**src/rtl/sort_gate_dispatch.sv**
```systemverilog
// Bin-code dispatcher: queues sorter codes and drives one timed, one-hot gate
// per code with a settle gap between windows; code 0 is counted as a reject.
module sort_gate_dispatch #(
    parameter int OPEN_CYCLES   = 8,
    parameter int SETTLE_CYCLES = 2,
    parameter int FIFO_DEPTH    = 4
) (
    input  logic       clk,
    input  logic       rst_n,
    input  logic       code_valid,
    input  logic [2:0] code,
    output logic       code_ready,
    output logic [6:0] gate,
    output logic [2:0] active_code,
    output logic       busy,
    output logic       done,
    output logic       reject,
    output logic [7:0] reject_cnt,
    output logic [7:0] dispatch_cnt
);

    localparam int AW = $clog2(FIFO_DEPTH);

    localparam logic [1:0] S_IDLE   = 2'd0;
    localparam logic [1:0] S_OPEN   = 2'd1;
    localparam logic [1:0] S_SETTLE = 2'd2;

    localparam logic [7:0] OPEN_LOAD   = 8'(OPEN_CYCLES - 1);
    localparam logic [7:0] SETTLE_LOAD = 8'(SETTLE_CYCLES - 1);
    localparam logic [AW:0] FULL_CNT   = (AW + 1)'(FIFO_DEPTH);
    localparam logic [AW:0] CNT_ONE    = (AW + 1)'(1);
    localparam logic [AW-1:0] PTR_ONE  = AW'(1);

    logic [2:0]    mem_q [FIFO_DEPTH];
    logic [AW-1:0] wr_ptr_q, wr_ptr_d;
    logic [AW-1:0] rd_ptr_q, rd_ptr_d;
    logic [AW:0]   cnt_q, cnt_d;

    logic [1:0] state_q, state_d;
    logic [7:0] timer_q, timer_d;
    logic [6:0] gate_q, gate_d;
    logic [2:0] active_q, active_d;
    logic [7:0] disp_q, disp_d;
    logic       reject_q, reject_d;
    logic [7:0] rej_cnt_q, rej_cnt_d;

    logic       full;
    logic       empty;
    logic       push;
    logic       pop;
    logic       xfer0;
    logic [2:0] head;

    assign full  = (cnt_q == FULL_CNT);
    assign empty = (cnt_q == '0);
    assign head  = mem_q[rd_ptr_q];

    assign code_ready = !full;
    assign xfer0 = code_valid && code_ready && (code == 3'd0);
    assign push  = code_valid && code_ready && (code != 3'd0);
    assign pop   = (state_q == S_IDLE) && !empty;

    always_comb begin
        wr_ptr_d = wr_ptr_q;
        rd_ptr_d = rd_ptr_q;
        cnt_d    = cnt_q;
        if (push) begin
            wr_ptr_d = wr_ptr_q + PTR_ONE;
        end
        if (pop) begin
            rd_ptr_d = rd_ptr_q + PTR_ONE;
        end
        case ({push, pop})
            2'b10:   cnt_d = cnt_q + CNT_ONE;
            2'b01:   cnt_d = cnt_q - CNT_ONE;
            default: cnt_d = cnt_q;
        endcase
    end

    always_comb begin
        state_d  = state_q;
        timer_d  = timer_q;
        gate_d   = gate_q;
        active_d = active_q;
        disp_d   = disp_q;
        unique case (state_q)
            S_IDLE: begin
                gate_d = 7'd0;
                if (!empty) begin
                    gate_d   = 7'd1 << (head - 3'd1);
                    active_d = head;
                    timer_d  = OPEN_LOAD;
                    state_d  = S_OPEN;
                end
            end
            S_OPEN: begin
                if (timer_q == 8'd0) begin
                    gate_d  = 7'd0;
                    timer_d = SETTLE_LOAD;
                    state_d = S_SETTLE;
                end else begin
                    timer_d = timer_q - 8'd1;
                end
            end
            S_SETTLE: begin
                gate_d = 7'd0;
                if (timer_q == 8'd0) begin
                    state_d  = S_IDLE;
                    disp_d   = disp_q + 8'd1;
                    active_d = 3'd0;
                end else begin
                    timer_d = timer_q - 8'd1;
                end
            end
            default: begin
                state_d  = S_IDLE;
                gate_d   = 7'd0;
                active_d = 3'd0;
                timer_d  = 8'd0;
            end
        endcase
    end

    // reject count saturates so a flood of empty slots cannot alias to zero
    assign reject_d  = xfer0;
    assign rej_cnt_d = (xfer0 && rej_cnt_q != 8'hff) ? rej_cnt_q + 8'd1
                                                    : rej_cnt_q;

    always_ff @(posedge clk) begin
        if (push) begin
            mem_q[wr_ptr_q] <= code;
        end
    end

    always_ff @(posedge clk) begin
        if (!rst_n) begin
            wr_ptr_q  <= '0;
            rd_ptr_q  <= '0;
            cnt_q     <= '0;
            state_q   <= S_IDLE;
            timer_q   <= 8'd0;
            gate_q    <= 7'd0;
            active_q  <= 3'd0;
            disp_q    <= 8'd0;
            reject_q  <= 1'b0;
            rej_cnt_q <= 8'd0;
        end else begin
            wr_ptr_q  <= wr_ptr_d;
            rd_ptr_q  <= rd_ptr_d;
            cnt_q     <= cnt_d;
            state_q   <= state_d;
            timer_q   <= timer_d;
            gate_q    <= gate_d;
            active_q  <= active_d;
            disp_q    <= disp_d;
            reject_q  <= reject_d;
            rej_cnt_q <= rej_cnt_d;
        end
    end

    assign gate         = gate_q;
    assign active_code  = active_q;
    assign busy         = (state_q != S_IDLE) || !empty;
    assign done         = (state_q == S_SETTLE) && (timer_q == 8'd0);
    assign reject       = reject_q;
    assign reject_cnt   = rej_cnt_q;
    assign dispatch_cnt = disp_q;

endmodule
```
**config.mk**
```make
export PLATFORM = sky130hd
export DESIGN_NAME = sort_gate_dispatch
export DESIGN_NICKNAME = d
export VERILOG_FILES = /design/src/rtl/sort_gate_dispatch.sv
export SDC_FILE = /design/constraint.sdc
export NUM_CORES = 1
export LEC_CHECK = 0
export BUFFER_PORTS_ARGS = -buffer_cell sky130_fd_sc_hd__buf_2
export CAP_MARGIN = 20
export CORE_MARGIN = 2
export CORE_UTILIZATION = 60
export CTS_BUF_LIST = sky130_fd_sc_hd__clkbuf_2 sky130_fd_sc_hd__clkbuf_4 sky130_fd_sc_hd__clkbuf_8
export DETAILED_ROUTE_END_ITERATION = 10
export PLACE_DENSITY = 0.85
export SLEW_MARGIN = 5
export SYNTH_ARGS = -nofsm -noshare
export SYNTH_HDL_FRONTEND = slang
export SYNTH_SLANG_ARGS = --single-unit
```
**constraint.sdc**
```tcl
create_clock -name clk -period 6.75 [get_ports clk]
set_input_delay 1.35 -clock clk [delete_from_list [all_inputs] [get_ports clk]]
set_output_delay 1.35 -clock clk [all_outputs]
set_load 0.02 [all_outputs]
```
# == Word level (Yosys, flattened, before mapping) ==
# Memory sizes are Yosys's and may differ from the RTL's. A register that Yosys moved wholly into a read port is not among the register bits.
# Cells that the tools add are included.
# totals
mem_count,1
ramBits,12
inputBits,6
elab_cells,70
out_inout_bits,30
regBits,44
# op_classes
bitwise_logic,1
reduce_logical,20
n_eq_ne,10
n_shift,1
n_addsub,8
mux,19
# memory_table
memory,depth,word_bits,read_ports,rd_clocked_by_memory_dff,write_ports,line_no,text
mem_q,4,3,1,1,1,34,logic [2:0] mem_q [FIFO_DEPTH];
# ops
operator,count
$mux W8,3
$pmux W8 S3,1
$add A8 B1 Y8 const B,2
$mux W7,2
$pmux W7 S2,1
$mux W2,5
$pmux W3 S3,1
$logic_not A8 Y1,1
$ne A2 B2 Y1 const B,4
$ne A8 B8 Y1 const B,1
$sub A8 B1 Y8 const B,1
$shl A1 B3 Y7 const A,1
$logic_and A1 B1 Y1,6
$logic_not A3 Y1,2
$mux W3,2
$pmux W2 S3,1
$pmux W3 S2,1
$reduce_and A3 Y1,2
$sub A3 B1 Y3 const B,2
$add A2 B1 Y2 const B,2
$eq A2 B1 Y1 const B,2
$eq A2 B2 Y1 const B,2
$reduce_and A2 Y1,2
$reduce_bool A2 Y1,2
8 further kinds,10

# == Depth between registers and ports, before layout ==
# logic_depth
ltp_word,6
depth_mapped,10
depth_no_buf,9

# == Worst setup path after synthesis ==
# Ideal clock, no wire load.
# synth_path
path_kind,input to register
start,input port code[1]
end,register cnt_q[2]
t_required_ns,6.680
cell_stages,10
setup_ns,0.070
setup_slack_ns,3.442
arrival_ns,3.237
path_buffers,1
path_cell_list,or3_1 > and3_1 > clkbuf_1 > inv_1 > ha_1 > inv_1 > fa_1 > xor2_1 > or3_1 > a21oi_1
# synth_via
elab_chain_cells,4
elab_cells_between_ends,6
cone_classes,2 x eq/ne; 1 x mux; 3 x reduce/logical
# synth_rtl
element,line_no,text
from (decl),11,"input logic [2:0] code,"
$reduce_bool A3 Y1 *,60,assign push = code_valid && code_ready && (code != 3'd0);
$logic_and A1 B1 Y1 *,60,
$eq A2 B1 Y1 / $eq A2 B2 Y1 (equally long branches),73,"case ({push, pop})"
$pmux W3 S2 / $reduce_bool A2 Y1 (equally long branches),--,
to (signal assigned),150,cnt_q <= cnt_d;
to (decl),37,"logic [AW:0] cnt_q, cnt_d;"
# Every way passes the cells marked *; elsewhere a longest branch is shown, timed or not.
# A chain may end at the register's enable or synchronous reset.

# == Worst setup path after layout ==
# layout_path
start,register timer_q[0]
end,output port done
# layout_via
elab_chain_cells,2
# layout_rtl
element,line_no,text
from (decl),40,"logic [7:0] timer_q, timer_d;"
from (signal assigned),152,timer_q <= timer_d;
$logic_not A8 Y1,164,assign done = (state_q == S_SETTLE) && (timer_q == 8'd0);
$logic_and A1 B1 Y1,164,
to (decl),16,"output logic done,"
# No other way between the ends.

==> flow_metrics.py <==
metrics = {
    "critical_path": {
        "crit_cells": 6,
        "critical-path-slowest-cell": "nor3b_1",
        "crit_arrival_ns": 2.33,
        "worst_setup_path_end_kind": "primary output",
        "r2r_cells": 7,
        "start_kind": "flop",
        "crit_chain": "inv_1 > ha_1 > nor3b_1 > nand3_1 > inv_2 > buf_2",
        "worst_path_largest_cell_delay_ns": 0.66,
        "cp_data_required_time_ns": 5.40,
        "cp_num_buf_inv": 3,
        "criticalPathCategory": "reg -> out",
        "critical_path.top_delay_family": "simple AND/OR/NAND/NOR gates",
        "cp_max_fo": 8,
    },
    "drt": {
        "drc": 0,
        "vias": 2246,
        "via_per_inst": 6.005,
        "firstDrtPassIters": 4,
        "wl_per_cell_um": 14.79,
        "drtIter0Drc": 159,
        "ant_nets": 0,
        "wirelength_mm": 5.533,
    },
    "global_routing": {
        "grt_max_degree": 26,
        "grt.total_usage_pct": 24.46,
        "antenna_found_initial": 0,
        "grt_pass1_wl_mm": 9.680,
        "grt_pass1_vias": 2147,
        "overflow": 0,
    },
    "power_and_ir_drop": {
        "power.density_nw_per_um2": 442.3,
        "p_leak_nw": 1.215,
        "total_power_mw": 1.377,
        "peakVddDrop_mv": 0.2663,
    },
    "cts": {
        "clk_pin_slew_worst_paths_ns": 0.06,
        "ctsResizeCount": 0,
        "ctsHoldBuffers": 0,
        "cts.sinks": 58,
        "cts_htree_levels": 3,
        "clkLatencyLatePin_ns": 0.34,
        "clockBufferDepth": 2,
        "cts_root_buf": "clkbuf_8",
        "post_cts_buffers": 0,
        "cts_tree": "yes",
        "cts_buffers": 9,
    },
    "synthesis": {
        "synth_area_leaders": "dfxtp_1, edfxtp_1, a21oi_1",
        "yosysSeqAreaShare_pct": 47.83,
        "yosys.area.top_type_share_pct": 34.38,
        "synth_area_sq_um": 2679,
        "synth_nets": 298,
        "synth-seq-cells": 58,
        "synth_edf_count": 12,
        "async_reset_ff_share_pct": 0,
        "yosysWarnings": 0,
        "ys.flop_type": "dfxtp_1",
        "synth.avg_cell_area_sq_um": 9.533,
        "synth.distinct_cells": 47,
        "synth_top_area_cell": "dfxtp_1",
        "syn-instance-count": 281,
    },
    "timing": {
        "slew_violations": 0,
        "fmax_mhz": 272.0,
        "layout_min_cycle_time_ns": 3.677,
        "post-route-period-util_pct": 54.47,
        "worst_pin_slew_ns": 0.8172,
        "finalHoldViolCount": 0,
        "fin_skew_ns": 0.003878,
        "rsz0062_at_grt": "no",
        "slew_headroom_pct": 45.10,
        "tns_ns": 0,
        "setup_violations": 0,
    },
    "placement": {
        "gp_congestion": 0.8394,
        "dpl_cell_area_sq_um": 2900,
        "portBuffers": 35,
        "dp_hpwl_mm": 3.879,
    },
    "floorplanning": {
        "dieArea_sq_um": 5015,
        "core_sq_um": 4324,
        "io_pins": 36,
        "die_w_um": 70.82,
        "rows": 24,
        "start_util_pct": 61.95,
        "die_y_um": 70.82,
    },
    "cells_and_area": {
        "nFillCells": 335,
        "drive_gt1_share_pct": 19.25,
        "num_antenna_cells": 0,
        "fin_nets": 334,
        "area_growth_pct": 16.21,
        "fin_area_sq_um": 3113,
    },
    "run_status": {
        "outcome": "complete, no violations",
    },
    "min_path": {
        "hold_class": "reg -> reg",
        "hold_depth": 2,
    },
    "job": {
        "maxCapViolCount": 0,
    },
}
-- cell families after synthesis --
logic type | after synthesis | synth area share (%)
buf+inv | 26 | 3.970
mux | 3 | 2.522
xor+xnor | 10 | 3.269
fa+ha+maj | 11 | 5.418
simple gates | 110 | 22.28
compound gates | 63 | 14.71
flops | 58 | 47.83
-- cell usage after synthesis (5+ instances only) --
cell       n
inv_1     13
nand3_1   12
nor2_1    28
edfxtp_1  12
clkbuf_1  10
o21ai_0   10
xnor2_1    6
a31oi_1    5
or3_1      8
a21oi_1   27
nand2_1   19
ha_1      10
nor3_1     8
dfxtp_1   46
-- per-stage QoR --
step,setup slack [ns],instances,hold WS [ns],utilization [%]
final,3.073,374,0.4552,71.99
after global routing,2.852,374,0.4746,71.99
after CTS,3.110,374,0.4583,71.99
after detailed placement,3.275,358,0.4488,67.07
after global placement,3.318,357,0.4382,66.44
after floorplan,3.442,281,0.4580,-
-- registers in the layout (all words and copies together), names as in the netlist, named ones only --
register      cells
reject            1
rd_ptr_q          2
state_q           2
wr_ptr_q          2
reject_cnt        8
timer_q           8
gate              7
active_code       3
cnt_q             3
dispatch_cnt      8
mem_q            12
-- cells in the final DEF (no fill, tap or decap), types with 3 or more instances in the layout --
master / netlist / routed
buf_2: 1 / 35
nand3b_1: 3 / 3
o31ai_1: 4 / 4
nor3_1: 8 / 8
nor4_1: 3 / 3
inv_1: 13 / 13
o21ai_0: 10 / 10
and3_1: 3 / 3
dfxtp_1: 46 / 46
nand4b_1: 3 / 3
ha_1: 10 / 10
or3_1: 8 / 8
nand3_1: 12 / 12
a22oi_1: 3 / 3
clkbuf_8: 0 / 9
xor2_1: 4 / 4
nor2_1: 28 / 28
and2_1: 4 / 4
nand2_1: 19 / 19
a311oi_1: 3 / 3
mux4_2: 3 / 3
or4_1: 4 / 4
edfxtp_1: 12 / 12
a21oi_1: 27 / 27
o41ai_1: 4 / 4
xnor2_1: 6 / 6
a31oi_1: 5 / 5
-- area by class of cell --
type | count | area (sq um) | share of cell area, %
Clock buffer | 10 | 131.4 | 4.220
Clock inverter | 6 | 81.33 | 2.613
Inverter | 14 | 52.55 | 1.688
Multi-Input combinational cell | 197 | 1291 | 41.48
Sequential cell | 58 | 1281 | 41.16
Tap cell | 52 | 65.06 | 2.090
Timing Repair Buffer | 37 | 210.2 | 6.752
-- tightest hold or removal path, delay by kind of cell, from the launching register on --
family           cells  cell delay, ns
AND/OR/NAND/NOR      1            0.05
AO/OA/AOI/OAI        1            0.05
flip-flops           1            0.31
-- final timing paths --
| check | endpoint | slack, ns | start |
|---|---|---|---|
| min reg2reg | gate[1] | 0.46 | gate[1] |
| max reg2reg | cnt_q[2] | 4.21 | state_q[1] |
| max | done | 3.07 | timer_q[0] |
| min | gate[1] | 0.46 | gate[1] |
-- routing by layer --
layer,vias up,wire [um],GRT usage (%)
met1,1083,2513,31.14
met5,-,0,0
met3,13,223,7.265
li1,1103,-,-
met2,47,2690,38.53
met4,0,105,11.32
-- where the power goes --
group          leakage (nW)  total [mW]  internal [mW]  switching, mW
Sequential            0.484       0.487          0.419         0.0683
Combinational         0.624       0.547          0.208          0.339
Clock                 0.107       0.343          0.209          0.134
Total                  1.22        1.38          0.836          0.541
No activity file was read; power rests on OpenSTA's default activity.
